<file path="config.mk">
export PLATFORM = sky130hd
export DESIGN_NAME = lc2k_exec_unit
export DESIGN_NICKNAME = d
export VERILOG_FILES = /design/src/rtl/lc2k_exec_unit.sv
export SDC_FILE = /design/constraint.sdc
export NUM_CORES = 1
export LEC_CHECK = 0
export ABC_CLOCK_PERIOD_IN_PS = 6000
export CORE_MARGIN = 2
export CORE_UTILIZATION = 51
export CTS_CLUSTER_SIZE = 14
export DETAILED_ROUTE_END_ITERATION = 8
export PLACE_DENSITY = 0.82
export SLEW_MARGIN = 10
export SYNTH_ARGS = -nofsm -noshare
export SYNTH_HDL_FRONTEND = slang
export SYNTH_SLANG_ARGS = --single-unit
</file>
<file path="constraint.sdc">
create_clock -name clk -period 6 [get_ports clk]
set_input_delay 1.8 -clock clk [delete_from_list [all_inputs] [get_ports clk]]
set_output_delay 1.8 -clock clk [all_outputs]
set_load 0.01 [all_outputs]
</file>
<file path="src/rtl/lc2k_exec_unit.sv">
// LC2K execute stage: operand-B select, add/nor ALU, beq compare and sticky halt with run enable.
// Optional cycle counter output enabled by defining LC2K_CYCLE_COUNT_EN.
module lc2k_exec_unit #(
    parameter int WIDTH = 32
) (
    input  logic             clk,
    input  logic             rst,
    input  logic [WIDTH-1:0] alu_val_a,
    input  logic [WIDTH-1:0] reg_b_value,
    input  logic [15:0]      offset,
    input  logic             ctrl_alu_val_b,
    input  logic             ctrl_operation,
    input  logic             ctrl_beq,
    input  logic             ctrl_halt,
    output logic [WIDTH-1:0] alu_result,
    output logic             zero,
    output logic             branch_taken,
    output logic             halted,
    output logic             run_en
`ifdef LC2K_CYCLE_COUNT_EN
    ,
    output logic [31:0]      cycle_count
`endif
);

    typedef enum logic [0:0] {
        RUN_ST    = 1'b0,
        HALTED_ST = 1'b1
    } exec_state_t;

    exec_state_t      state_r;
    exec_state_t      state_nxt_s;
    logic [WIDTH-1:0] offset_ext_s;
    logic [WIDTH-1:0] op_b_s;
    logic [WIDTH-1:0] alu_res_s;
    logic             operands_eq_s;
    logic             running_s;
    logic [WIDTH-1:0] alu_result_r;
    logic             zero_r;
    logic             branch_taken_r;

    assign offset_ext_s  = {{(WIDTH-16){offset[15]}}, offset};
    assign operands_eq_s = (alu_val_a == reg_b_value);
    assign running_s     = (state_r == RUN_ST);

    // Operand-B select and ALU function; carry out of the add is dropped.
    always_comb begin
        op_b_s    = reg_b_value;
        alu_res_s = {WIDTH{1'b0}};
        if (ctrl_alu_val_b) begin
            op_b_s = offset_ext_s;
        end else begin
            op_b_s = reg_b_value;
        end
        case (ctrl_operation)
            1'b0:    alu_res_s = alu_val_a + op_b_s;
            1'b1:    alu_res_s = ~(alu_val_a | op_b_s);
            default: alu_res_s = {WIDTH{1'b0}};
        endcase
    end

    // Next-state logic: only reset leaves HALTED.
    always_comb begin
        state_nxt_s = state_r;
        case (state_r)
            RUN_ST: begin
                if (ctrl_halt) begin
                    state_nxt_s = HALTED_ST;
                end else begin
                    state_nxt_s = RUN_ST;
                end
            end
            HALTED_ST: state_nxt_s = HALTED_ST;
            default:   state_nxt_s = RUN_ST;
        endcase
    end

    // Halt state register.
    always_ff @(posedge clk) begin
        if (rst) begin
            state_r <= RUN_ST;
        end else begin
            state_r <= state_nxt_s;
        end
    end

    // Result registers; a halt instruction leaves the previous ALU result in place.
    always_ff @(posedge clk) begin
        if (rst) begin
            alu_result_r   <= {WIDTH{1'b0}};
            zero_r         <= 1'b1;
            branch_taken_r <= 1'b0;
        end else if (running_s) begin
            if (ctrl_halt) begin
                branch_taken_r <= 1'b0;
            end else begin
                alu_result_r   <= alu_res_s;
                zero_r         <= (alu_res_s == {WIDTH{1'b0}});
                branch_taken_r <= ctrl_beq & operands_eq_s;
            end
        end
    end

    assign alu_result   = alu_result_r;
    assign zero         = zero_r;
    assign branch_taken = branch_taken_r;
    assign halted       = (state_r == HALTED_ST);
    assign run_en       = ~halted;

`ifdef LC2K_CYCLE_COUNT_EN
    logic [31:0] cycle_count_r;

    // Counts every running cycle, including the one that samples the halt.
    always_ff @(posedge clk) begin
        if (rst) begin
            cycle_count_r <= 32'd0;
        end else if (running_s) begin
            cycle_count_r <= cycle_count_r + 32'd1;
        end
    end

    assign cycle_count = cycle_count_r;
`endif

endmodule

</file>
==> key figures, run 1 <==
Outcome
  • Status: finished clean

Detailed routing
  • Vias per cell: 6.18
  • Residual DRC: 0
  • Initial DRC count: 510
  • Via count: 5694
  • DRT antenna net count: 0
  • DR WL/cell: 19.3 µm
  • First-pass iteration count of the detailed router: 8
  • Drt total wl: 17.8 mm

Die
  • Core Region: 9330 µm²
  • DIE WIDTH: 102 µm
  • Die Area: 10500 µm²
  • Die height: 102 µm
  • Starting density of the core: 53.0%
  • Io pins: 122
  • Cell row count: 35

Critical path
  • Crit-path cells: clkdlybuf4s50_1 -> buf_12 -> mux2i_1 -> ha_1 -> nand2_1 -> or4_1 -> a21oi_1 -> nor2_1 -> o31a_1 -> nor2_1 -> mux2_1 -> nor4_1 -> nand4_1 -> nand2_1
  • Required time of the critical path: 6230 ps
  • CP max-delay cell: or4_1
  • Crit path kind: primary input to register
  • Worst Path Buf+Inv: 2
  • Length in cells of the worst reg-to-reg path: 6
  • CP arrival: 5960 ps
  • Worst path max stage delay: 540 ps
  • WP depth: 14
  • CP Launch Type: primary input
  • Family with the most delay on the worst path: simple AND/OR/NAND/NOR gates
  • CP endpoint kind: register
  • Worst-path maximum fanout: 17

Layout
  • Design area: 6430 µm²
  • Layout cells sized above 1: 5.04%
  • Final core occ: 68.9%
  • Nets: 946
  • # diodes: 0
  • Layout area overhead: 30.0%

Timing
  • Setup TNS: 0 ps
  • Minimum clock period after layout: 5730 ps
  • Pins Over Slew Limit: 0
  • Rel. slew slack: 35.5%
  • Peak Freq: 174 MHz
  • Final Hold Viols: 0
  • Tcrit/Tclk final: 95.5%
  • # setup viols final: 0
  • RSZ-0062 raised after global routing: no
  • Worst Skew: 8.23 ps
  • Slew @ Worst Pin: 965 ps

Clock network
  • H-tree Lvls: 2
  • Post-CTS Setup Inserts: 0
  • Clock buffer depth: 2
  • Clk root buf: clkbuf_8
  • Clock Latency Late Sink: 280 ps
  • CTS Buf Count: 5
  • CTS Sinks: 35
  • TritonCTS clock tree: done
  • Cts repair resizes: 0
  • Clk pin slew, worst setup/hold paths: 70 ps
  • CTS Hold Bufs: 0

Yosys
  • Syn. warnings: 0
  • Number of synthesized flops with an enable pin: 0
  • Synth Register Bits: 35
  • Syn nets: 835
  • Cell count after synthesis: 682
  • Syn avg cell area: 7.25 µm²
  • Mapped Area: 4940 µm²
  • Synth async-reset ratio: 0%
  • Count of unique library cells instantiated by Yosys: 69
  • Top_reg_cell synth: dfxtp_1
  • Register area share after synthesis: 14.2%

Global routing
  • Number of global-route vias before repair: 5188
  • Initial antenna violation count: 0
  • Grt ovf: 0
  • Largest net degree at the start of global routing: 53
  • GRT Util Overall: 33.6%
  • First-pass GRT wire length: 27.4 mm

Power
  • Power per cell area: 165 nW/µm²
  • Tot Pwr: 0.00106 W
  • Worst VDD drop: 0.102 mV
  • Leakage: 2.82 nW

Placement
  • Port Buf Inserts: 121
  • Placer Congestion: 1.04
  • Placed cell area: 6340 µm²
  • Post-detail-place hpwl: 14.8 mm

Min path
  • Hold Path Depth: 2
  • Hold Path Class: register to register

Run
  • Max Cap Violations: 0
[registers in the layout, indices dropped and copies added (netlist names)]
register and cells:
halted 1, zero 1, branch_taken 1, alu_result 32
[final timing paths]
path | slack, ps | startpoint | to
setup reg to reg | 4090 | halted | branch_taken
hold / removal | 470 | alu_result[1] | alu_result[1]
hold reg to reg | 470 | alu_result[1] | alu_result[1]
setup / recovery | 270 | ctrl_alu_val_b | zero
[power by group]
group | total (W) | internal (W) | switching (W)
sequential | 0.000264 | 0.000253 | 0.0000114
combinational | 0.000622 | 0.000269 | 0.000353
clock | 0.000172 | 0.0000900 | 0.0000817
total | 0.00106 | 0.000612 | 0.000446
[metrics by stage]
stage                     instances  hold WS (ps)  worst slack, ps
final                           922           470              269
after global routing            922           487             92.7
after CTS                       922           470              343
after detailed placement        915           460             65.9
after global placement          915           442             9.56
after floorplan                 682           476              530
[cell usage in the layout (no fill, tap or decap), drive strengths merged, types with 3 or more instances in the layout]
cell           instances
o31ai                  3
nand4                 18
nor2b                  8
inv                   74
nand2                 49
o21bai                 3
nand3                 11
or4                    4
and2                   4
clkbuf                 6
mux2i                 25
o2111ai                3
o21ai                 37
nor3b                  4
a211oi                21
ha                    66
nor4                  10
a2111oi                4
o21a                   4
a31oi                  5
nor2                  61
nor3                   9
a21o                   6
a311oi                 9
or3                    4
xnor2                 20
a21oi                 63
and4                   3
o211ai                13
nand2b                 6
clkdlybuf4s50        120
buf                   22
xor2                  32
dfxtp                 35
[Yosys cell counts (18+ instances only)]
cell type | number | area share, %
nand4_1 | 18 | 2.3
xor2_1 | 32 | 5.7
a211oi_1 | 20 | 3.0
nand2_1 | 49 | 3.7
ha_1 | 66 | 17
a21oi_1 | 63 | 6.4
xnor2_1 | 20 | 3.5
clkbuf_1 | 33 | 2.5
nor2_1 | 60 | 4.6
mux2i_1 | 25 | 5.1
o21ai_0 | 30 | 3.0
dfxtp_1 | 35 | 14
inv_1 | 73 | 5.5
[metal layers]
metal | track usage, % | part of all wire, %
met1 | 47.5 | 44
met3 | 2.74 | 8.3
met4 | 8.51 | 2.9
met5 | 0 | 0
met2 | 55.1 | 45
[tightest hold or removal path: cells and delay by family, from the launching register on]
kind	cells	cell delay [ps]
DFF	1	320
and+or+nand+nor	1	60
AOI/OAI and AO/OA	1	50
[kinds of logic after synthesis]
group	count (synthesis)	share of synthesized area, %
muxes	26	5.29
buffers and inverters	113	8.70
and+or+nand+nor	201	20.5
AOI/OAI and AO/OA	188	25.0
adders and majority gates	67	17.1
DFF	35	14.2
xor gates and xnor gates	52	9.21
[cell type report]
| type | count | area [µm²] |
|---|---|---|
| clock inverter | 1 | 5.00 |
| multi-input combinational | 534 | 3820 |
| fill | 819 | 2900 |
| sequential | 35 | 701 |
| clock buffer | 6 | 82.6 |
| timing repair buffer | 142 | 1380 |
| tap | 129 | 161 |
| inverter | 75 | 282 |
No activity file was read; power rests on OpenSTA's default activity.
==> inputs of run 2 (changes only) <==
--- a/config.mk
+++ b/config.mk
@@ -6,6 +6,7 @@
 export NUM_CORES = 1
 export LEC_CHECK = 0
 export ABC_CLOCK_PERIOD_IN_PS = 6000
+export CORE_ASPECT_RATIO = 1.2
 export CORE_MARGIN = 2
 export CORE_UTILIZATION = 51
 export CTS_CLUSTER_SIZE = 14
==> key figures, run 2 (synthesized netlist as in run 1, its figures left out) <==
Clock network
  • TritonCTS clock tree: done
  • H-tree Lvls: 2 (unchanged)
  • CTS Hold Bufs: 0 (unchanged)
  • Cts repair resizes: 0 (unchanged)
  • Clk root buf: clkbuf_16
  • CTS Sinks: 35 (unchanged)
  • Clock Latency Late Sink: 290 ps (about the same)
  • Clk pin slew, worst setup/hold paths: 60 ps (about the same)
  • Clock buffer depth: 2 (unchanged)
  • CTS Buf Count: 5 (unchanged)
  • Post-CTS Setup Inserts: 0 (unchanged)

Detailed routing
  • Drt total wl: 18.2 mm (+2.0%)
  • First-pass iteration count of the detailed router: 5 (-3)
  • Via count: 5657 (-0.65%)
  • Initial DRC count: 464 (-9.0%)
  • DR WL/cell: 19.6 µm (+1.4%)
  • Residual DRC: 0 (unchanged)
  • Vias per cell: 6.10 (-1.3%)
  • DRT antenna net count: 0 (unchanged)

Timing
  • Tcrit/Tclk final: 94.0% (-1.5 points)
  • Setup TNS: 0 ps (unchanged)
  • Slew @ Worst Pin: 1050 ps (+87.1 ps)
  • Worst Skew: 7.63 ps (-0.598 ps)
  • # setup viols final: 0 (unchanged)
  • Minimum clock period after layout: 5640 ps (-91.8 ps)
  • Peak Freq: 177 MHz (+1.6%)
  • Pins Over Slew Limit: 0 (unchanged)
  • Final Hold Viols: 0 (unchanged)
  • RSZ-0062 raised after global routing: no
  • Rel. slew slack: 29.6% (-5.8 points)

Layout
  • Layout area overhead: 33.2%
  • Commonest non-fill, non-tap cell in the layout: clkdlybuf4s50_1
  • Largest register FFs: 32 (unchanged)
  • Most frequent cells in the layout: clkdlybuf4s50_1, inv_1, ha_1, a21oi_1, nor2_1
  • # diodes: 0 (unchanged)
  • Design area: 6590 µm² (+2.4%)
  • Layout cells sized above 1: 6.46% (+1.4 points)
  • Nets: 957 (+1.2%)

Die
  • Core Region: 9470 µm² (+1.5%)
  • DIE WIDTH: 93.9 µm (-8.4%)
  • Die height: 112 µm (+9.2%)
  • Die Area: 10500 µm² (about the same)
  • Cell row count: 39 (+11%)
  • Starting density of the core: 52.2% (-0.78 points)
  • Io pins: 122 (unchanged)

Placement
  • Placer Congestion: 1.07 (+3.3%)
  • Post-detail-place hpwl: 15.0 mm (+1.4%)
  • Port Buf Inserts: 121 (unchanged)
  • Placed cell area: 6410 µm² (+1.1%)

Critical path
  • CP max-delay cell: clkdlybuf4s50_1
  • CP Launch Type: primary input
  • Worst path max stage delay: 520 ps (-20 ps)
  • Length in cells of the worst reg-to-reg path: 5 (-1)
  • CP endpoint kind: register
  • Worst-path maximum fanout: 17 (unchanged)
  • Crit path kind: primary input to register
  • Required time of the critical path: 6230 ps (about the same)
  • Crit-path cells: clkdlybuf4s50_1 -> buf_12 -> mux2i_1 -> inv_1 -> ha_1 -> a211oi_1 -> buf_4 -> o21ai_1 -> buf_4 -> xor2_1 -> mux2i_1 -> and4_1 -> nand4_1 -> or4b_1 -> a2111oi_2 -> nand4_1 -> nand2_1
  • CP arrival: 5870 ps (-90 ps)

Global routing
  • Grt met2 use: 58.5% (+3.5 points)
  • Number of global-route vias before repair: 5398 (+4.0%)
  • Largest net degree at the start of global routing: 50 (-5.7%)
  • Met3 Track Usage GR: 2.77% (+0.038 points)
  • GRT Util Overall: 34.0% (+0.38 points)
  • Initial antenna violation count: 0 (unchanged)
  • Grt ovf: 0 (unchanged)
  • First-pass GRT wire length: 28.2 mm (+3.0%)
  • GR peak layer: met2
  • Met1 global-route usage: 43.7% (-3.8 points)

Outcome
  • Status: finished clean

Power
  • Worst VDD drop: 0.112 mV (+8.9%)
  • Leakage: 2.91 nW (+3.3%)
  • Power per cell area: 182 nW/µm² (+11%)

Min path
  • Hold Path Class: register to register
  • Hold Path Depth: 2 (unchanged)

Run
  • Max Cap Violations: 0 (unchanged)
==> run 2: cell count changes in the layout (fill, tap and decap cells not counted), sizes merged <==
cell,before,now
buf,22,33
bufinv,0,1
==> run 2: critical path: cells and delay by family <==
kind	cells	cell delay [ps]
simple gates	5	1130
xor+xnor	1	150
mux	2	720
compound gates	3	700
fa+ha+maj	1	210
buf+inv	5	1150
==> run 2: routing by layer <==
layer	wire length (µm)	vias to the layer above	share of wire, %
li1	-	2663	-
met1	7440	2656	41
met2	8890	296	49
met3	1260	42	6.9
met4	603	0	3.3
met5	0	-	0
==> run 2: area by class of cell <==
type                    count  area (µm²)
clock buffers               6         139
well taps                 123         154
inverters                  75         282
flip-flops and latches     35         701
clock inverters             2        35.0
repair buffers            153        1460
multi-input cells         534        3820
fillers                   806        2880
==> run 2: final timing paths <==
| check | startpoint | end | slack [ps] |
|---|---|---|---|
| setup / recovery | ctrl_alu_val_b | zero | 360 |
| setup reg to reg | halted | alu_result[20] | 4320 |
| hold / removal | branch_taken | branch_taken | 470 |
| hold reg to reg | branch_taken | branch_taken | 470 |
==> run 2: power breakdown <==
group	internal, W	switching, W
clock network	0.000206	0.0000969
logic	0.000278	0.000354
registers	0.000253	0.0000113
==> run 2: through the flow <==
stage / power (W) / util, % / hold WS [ps] / instances / setup WS [ps]
after floorplan: 0.000626 / - / 476 / 682 / 530
after global placement: 0.000878 / 67.7 / 443 / 920 / 211
after detailed placement: 0.000884 / 67.7 / 454 / 920 / 168
after CTS: 0.00118 / 69.6 / 467 / 928 / 436
after global routing: 0.00126 / 69.6 / 495 / 928 / 198
final: 0.00120 / 69.6 / 469 / 928 / 361
